<file path="config.mk">
export PLATFORM = sky130hd
export DESIGN_NAME = booth_div_16by8
export DESIGN_NICKNAME = d
export VERILOG_FILES = /design/src/rtl/booth_div_pkg.sv /design/src/rtl/booth_div_step.sv /design/src/rtl/booth_div_16by8.sv
export SDC_FILE = /design/constraint.sdc
export NUM_CORES = 1
export LEC_CHECK = 0
export CELL_PAD_IN_SITES_DETAIL_PLACEMENT = 1
export CELL_PAD_IN_SITES_GLOBAL_PLACEMENT = 2
export CORE_MARGIN = 10
export CORE_UTILIZATION = 35
export CTS_CLUSTER_SIZE = 28
export DETAILED_ROUTE_END_ITERATION = 8
export MAX_ROUTING_LAYER = met4
export PLACE_DENSITY_LB_ADDON = 0.1
export SETUP_SLACK_MARGIN = 0.15
export SLEW_MARGIN = 10
export SYNTH_ARGS = -nofsm -noshare
export SYNTH_HDL_FRONTEND = slang
export SYNTH_SLANG_ARGS = --single-unit
</file>
<file path="constraint.sdc">
create_clock -name clk -period 3.5 [get_ports clk]
set_clock_uncertainty 0.15 [all_clocks]
set_input_delay 0.7 -clock clk [delete_from_list [all_inputs] [get_ports clk]]
set_output_delay 0.7 -clock clk [all_outputs]
set_load 0.005 [all_outputs]
</file>
<file path="src/rtl/booth_div_pkg.sv">
// booth_div_pkg: shared types and constants for the sequential signed divider.
package booth_div_pkg;

    localparam int unsigned DEFAULT_WIDTH = 8;

    typedef enum logic [1:0] {
        StIdle,
        StCalc,
        StFix,
        StDone
    } state_e;

    // Largest positive value of a w-bit signed number, as an unsigned magnitude
    function automatic int unsigned signed_max(input int unsigned w);
        return (32'd1 << (w - 1)) - 32'd1;
    endfunction

    // Magnitude of the most negative w-bit signed number
    function automatic int unsigned signed_min_mag(input int unsigned w);
        return 32'd1 << (w - 1);
    endfunction

endpackage

</file>
<file path="src/rtl/booth_div_step.sv">
// booth_div_step: one combinational radix-2 restoring division iteration.
module booth_div_step
    import booth_div_pkg::*;
#(
    parameter int unsigned WIDTH = DEFAULT_WIDTH
) (
    input  logic [WIDTH:0]   i_prem,
    input  logic             i_bit,
    input  logic [WIDTH-1:0] i_dmag,
    output logic [WIDTH:0]   o_prem,
    output logic             o_qbit
);

    logic [WIDTH+1:0] w_shift;
    logic [WIDTH:0]   w_diff;

    // Shift in the next dividend bit, trial-subtract, restore on borrow
    always_comb begin
        w_shift = {i_prem, i_bit};
        w_diff  = w_shift[WIDTH:0] - {1'b0, i_dmag};
        // Top shift bit only sets with a zero divisor, where the result is overridden anyway
        o_qbit  = w_shift[WIDTH+1] | (w_shift[WIDTH:0] >= {1'b0, i_dmag});
        o_prem  = o_qbit ? w_diff : w_shift[WIDTH:0];
    end

endmodule

</file>
<file path="src/rtl/booth_div_16by8.sv">
// booth_div_16by8: sequential signed divider, 2*WIDTH-bit dividend by WIDTH-bit divisor,
// truncating toward zero, with valid/ready handshakes on both sides.
// Macro BOOTH_DIV_SAT_EN: saturate the quotient on overflow or divide by zero.
module booth_div_16by8
    import booth_div_pkg::*;
#(
    parameter int unsigned WIDTH = DEFAULT_WIDTH
) (
    input  logic               clk,
    input  logic               rst_n,
    input  logic               in_valid,
    output logic               in_ready,
    input  logic [2*WIDTH-1:0] dividend,
    input  logic [WIDTH-1:0]   divisor,
    output logic               out_valid,
    input  logic               out_ready,
    output logic [WIDTH-1:0]   quotient,
    output logic [WIDTH-1:0]   remainder,
    output logic               ovf,
    output logic               div_zero
);

    localparam int unsigned DW = 2 * WIDTH;
    localparam int unsigned CW = $clog2(DW);
    localparam logic [DW-1:0]    PosMax  = DW'(signed_max(WIDTH));
    localparam logic [DW-1:0]    NegMag  = DW'(signed_min_mag(WIDTH));
    localparam logic [WIDTH-1:0] QSatPos = WIDTH'(signed_max(WIDTH));
    localparam logic [WIDTH-1:0] QSatNeg = WIDTH'(signed_min_mag(WIDTH));

    state_e           r_state;
    logic [DW-1:0]    r_dvd;     // dividend magnitude, becomes quotient magnitude
    logic [WIDTH-1:0] r_dmag;
    logic [WIDTH:0]   r_prem;
    logic [CW-1:0]    r_cnt;
    logic             r_sign_q;
    logic             r_sign_r;
    logic [WIDTH-1:0] r_dvd_lo;  // raw low dividend bits, returned as remainder on /0

    logic [DW-1:0]    w_dvd_mag;
    logic [WIDTH-1:0] w_dsr_mag;
    logic [WIDTH:0]   w_prem_nxt;
    logic             w_qbit;
    logic [WIDTH-1:0] w_q_wrap;
    logic [WIDTH-1:0] w_r_signed;
    logic             w_dz;
    logic             w_ovf;
    logic [WIDTH-1:0] w_q_fix;
    logic [WIDTH-1:0] w_r_fix;
    logic             w_unused;

    booth_div_step #(
        .WIDTH (WIDTH)
    ) u_step (
        .i_prem (r_prem),
        .i_bit  (r_dvd[DW-1]),
        .i_dmag (r_dmag),
        .o_prem (w_prem_nxt),
        .o_qbit (w_qbit)
    );

    // Operand magnitudes and sign/overflow fix-up of the finished iteration
    always_comb begin
        w_dvd_mag  = dividend[DW-1] ? -dividend : dividend;
        w_dsr_mag  = divisor[WIDTH-1] ? -divisor : divisor;
        w_q_wrap   = r_sign_q ? -r_dvd[WIDTH-1:0] : r_dvd[WIDTH-1:0];
        w_r_signed = r_sign_r ? -r_prem[WIDTH-1:0] : r_prem[WIDTH-1:0];
        w_unused   = r_prem[WIDTH];
        w_dz       = (r_dmag == '0);
        w_ovf      = w_dz | (r_sign_q ? (r_dvd > NegMag) : (r_dvd > PosMax));
        w_q_fix    = w_q_wrap;
        w_r_fix    = w_r_signed;
        if (w_dz) begin
            w_r_fix = r_dvd_lo;
`ifdef BOOTH_DIV_SAT_EN
            w_q_fix = r_sign_r ? QSatNeg : QSatPos;
`else
            w_q_fix = '1;
`endif
        end else if (w_ovf) begin
`ifdef BOOTH_DIV_SAT_EN
            w_q_fix = r_sign_q ? QSatNeg : QSatPos;
`else
            w_q_fix = w_q_wrap;
`endif
        end
    end

    // Control FSM, iteration datapath and registered outputs
    always_ff @(posedge clk or negedge rst_n) begin
        if (!rst_n) begin
            r_state   <= StIdle;
            in_ready  <= 1'b1;
            out_valid <= 1'b0;
            quotient  <= '0;
            remainder <= '0;
            ovf       <= 1'b0;
            div_zero  <= 1'b0;
            r_dvd     <= '0;
            r_dmag    <= '0;
            r_prem    <= '0;
            r_cnt     <= '0;
            r_sign_q  <= 1'b0;
            r_sign_r  <= 1'b0;
            r_dvd_lo  <= '0;
        end else begin
            unique case (r_state)
                StIdle: begin
                    if (in_valid) begin
                        r_sign_q <= dividend[DW-1] ^ divisor[WIDTH-1];
                        r_sign_r <= dividend[DW-1];
                        r_dvd    <= w_dvd_mag;
                        r_dmag   <= w_dsr_mag;
                        r_dvd_lo <= dividend[WIDTH-1:0];
                        r_prem   <= '0;
                        r_cnt    <= CW'(DW - 1);
                        in_ready <= 1'b0;
                        r_state  <= StCalc;
                    end
                end
                StCalc: begin
                    r_prem <= w_prem_nxt;
                    r_dvd  <= {r_dvd[DW-2:0], w_qbit};
                    if (r_cnt == '0) begin
                        r_state <= StFix;
                    end else begin
                        r_cnt <= r_cnt - CW'(1);
                    end
                end
                StFix: begin
                    quotient  <= w_q_fix;
                    remainder <= w_r_fix;
                    ovf       <= w_ovf;
                    div_zero  <= w_dz;
                    out_valid <= 1'b1;
                    r_state   <= StDone;
                end
                StDone: begin
                    if (out_ready) begin
                        out_valid <= 1'b0;
                        in_ready  <= 1'b1;
                        r_state   <= StIdle;
                    end
                end
                default: r_state <= StIdle;
            endcase
        end
    end

endmodule

</file>
==> reports/results.ini <==
[cts]
cts.htree.levels = 3
clk_latency_ps = 340
hold_buffers = 0
cts_setup_buffers = 0
cts_tree = yes
numClockSinks = 69
root_buffer = clkbuf_16
cts-buffers-inserted = 9
cts.clk_slew.worst_paths_ps = 60
post_cts_resized = 0
ctsLongestPathBuffers = 2

[drt]
first_pass_iters = 4
drt-initial-drc-count = 190
routedWlPerCell_um = 18.4
vias_per_cell = 5.42
antenna_left = 0
drc = 0
wl_mm = 12.2
num_vias = 3580

[floorplan]
core_um2 = 12000
die_y_um = 130
fp-row-count = 40
die_x_um = 130
start_util = 0.355
io_pins = 48
dieArea_um2 = 16900

[critical_path]
crit_path_end_kind = register
reg2reg_slack_ps = 860
crit_start = dividend[0]
path_delay_family = simple AND/OR/NAND/NOR gates
path_cells = clkdlybuf4s50_1 > inv_1 > ha_1 > or3b_2 > or4_1 > o21ai_0 > mux2i_1 > nand3_1
slowest_delay_ps = 530
worst-setup-path-type = in -> reg
crit_path_top_delay_cell = or3b_2
worstPathBufferInverterCount = 2
worst_r2r_path_depth = 5
cp.arrival_ps = 2970
critPathMaxFanout = 5
timing.critical_path.required_ps = 3560
timing.rr.end = r_prem[1]$_DFFE_PN0P_
critPathLaunchType = input pin
r2r_start = r_prem[5]$_DFFE_PN0P_

[synthesis]
synth_top_area_cell = dfrtp_1
async_flop_share = 1.00
syn_nets = 511
yosysWarnings = 0
synthFlopType = dfrtp_1
ys_ff_latch = 69
avgSynthCellArea_um2 = 9.12
ys_seq_area_frac = 0.407
synthDistinctLibCells = 58
synthTopCellsByCount = dfrtp_1, nand2_1, o21ai_0
netlist_instances = 465
synth_top_area_frac = 0.401
synth_most_common_cell = dfrtp_1
syn-cell-area_um2 = 4240
synth_edf_count = 0
synth_area_leaders = dfrtp_1, o21ai_0, nand2_1, ha_1, xnor2_1

[sta]
maxSlewHeadroom = 0.312
fmax_mhz = 344
finalSetupTns_ps = 0
finalHoldViolCount = 0
finalSetupViolCount = 0
finalCriticalPeriod_ps = 2910
rsz0062_at_grt = no
fin_crit_sh = 0.831
tightest_slew_ps = 1020
slew_viol_final = 0
fin_ws_ps = 590

[grt]
grt_pass1_vias = 3702
grt_pass1_wl_mm = 19.8
grt_max_degree = 40
grt_usage = 0.153
grt_overflow = 0
antenna_found_initial = 0

[cells_and_area]
drive_above_1_share = 0.0973
final_area_um2 = 5190
nNetsFinal = 555
fillCellCount = 1370
n_antenna_cell = 0
final_util = 0.434
finalNonFillerCells = 661
area_growth_pct = 22.4

[placed_design]
place_area_um2 = 4890
port_buffers = 47
hpwl_mm = 9.26
gp_congestion = 0.797
post-place-ws_ps = 253
place_inst = 645

[pwr]
p_per_area_nw_per_um2 = 961
ir_drop_v = 0.000407
leakagePower_uw = 0.00218

[job]
cap_violations = 0

[hold_path]
hp-class = in -> async

[outcome]
status = finished clean

[layout make-up]
type | count | area (µm²) | area share
clock inverter | 5 | 75.1 | 0.0145
inverter | 28 | 105 | 0.0202
multi-input combinational | 344 | 2320 | 0.446
clock buffer | 11 | 233 | 0.0448
timing repair buffer | 57 | 553 | 0.106
sequential | 69 | 1730 | 0.333
tap | 147 | 184 | 0.0354
[logic make-up (layout without fill, tap and decap cells)]
family,after synthesis,in the layout,synth area share
xor+xnor,33,33,0.0681
simple gates,145,145,0.168
flops,69,69,0.407
compound gates,122,122,0.190
fa+ha+maj,18,18,0.0549
mux,26,26,0.0649
buf+inv,52,101,0.0475
[stage by stage]
stage	total power, µW	hold WS [ps]
after CTS	5070	304
after global routing	5450	342
after detailed placement	4080	339
after floorplan	3160	254
final	4990	284
after global placement	4020	334
[state kept, by name (all words and copies together) (netlist names)]
| name | cells |
|---|---|
| r_dvd | 16 |
| r_prem | 9 |
| quotient | 8 |
| r_dmag | 8 |
| r_dvd_lo | 8 |
| remainder | 8 |
| r_cnt | 4 |
| r_state | 2 |
| div_zero | 1 |
| in_ready | 1 |
| out_valid | 1 |
| ovf | 1 |
| r_sign_q | 1 |
| r_sign_r | 1 |
[metal layers]
| metal | wire length (µm) | vias to the layer above | GRT usage |
|---|---|---|---|
| li1 | - | 1753 | - |
| met1 | 6140 | 1759 | 0.208 |
| met2 | 5490 | 55 | 0.229 |
| met3 | 379 | 13 | 0.0231 |
| met4 | 164 | 0 | 0.0516 |
| met5 | 0 | - | - |
[report_power, final]
part	internal, µW	switching, µW
clock	620	340
sequential	1170	347
combinational	1130	1380
total	2920	2070
[how the worst max path moves through the flow]
stage | endpoint | cells after the start
finish | r_dvd[14]$_DFFE_PN0P_ | 8
global route | r_dvd[14]$_DFFE_PN0P_ | 8
CTS | r_dvd[14]$_DFFE_PN0P_ | 8
detailed placement | r_dvd[14]$_DFFE_PN0P_ | 8
global placement | r_dvd[14]$_DFFE_PN0P_ | 8
floorplan | r_dvd[13]$_DFFE_PN0P_ | 5
[cell usage in the layout (no fill, tap or decap), drive strengths merged, types with 4 or more instances in the layout]
cell and count:
dfrtp 68, nand2 58, o21ai 50, clkdlybuf4s50 46, nor2 30, inv 27, xnor2 21, ha 17
mux2i 14, xor2 12, mux2 12, a21oi 11, clkbuf 11, buf 11, o31ai 10, nor3 9
o211ai 7, a31oi 7, nor4 7, nand3 6, or4 6, nand2b 5, nor2b 5, o22a 5
o41ai 5, a211oi 4, nor3b 4, clkinv 4
No activity file was read; power rests on OpenSTA's default activity.
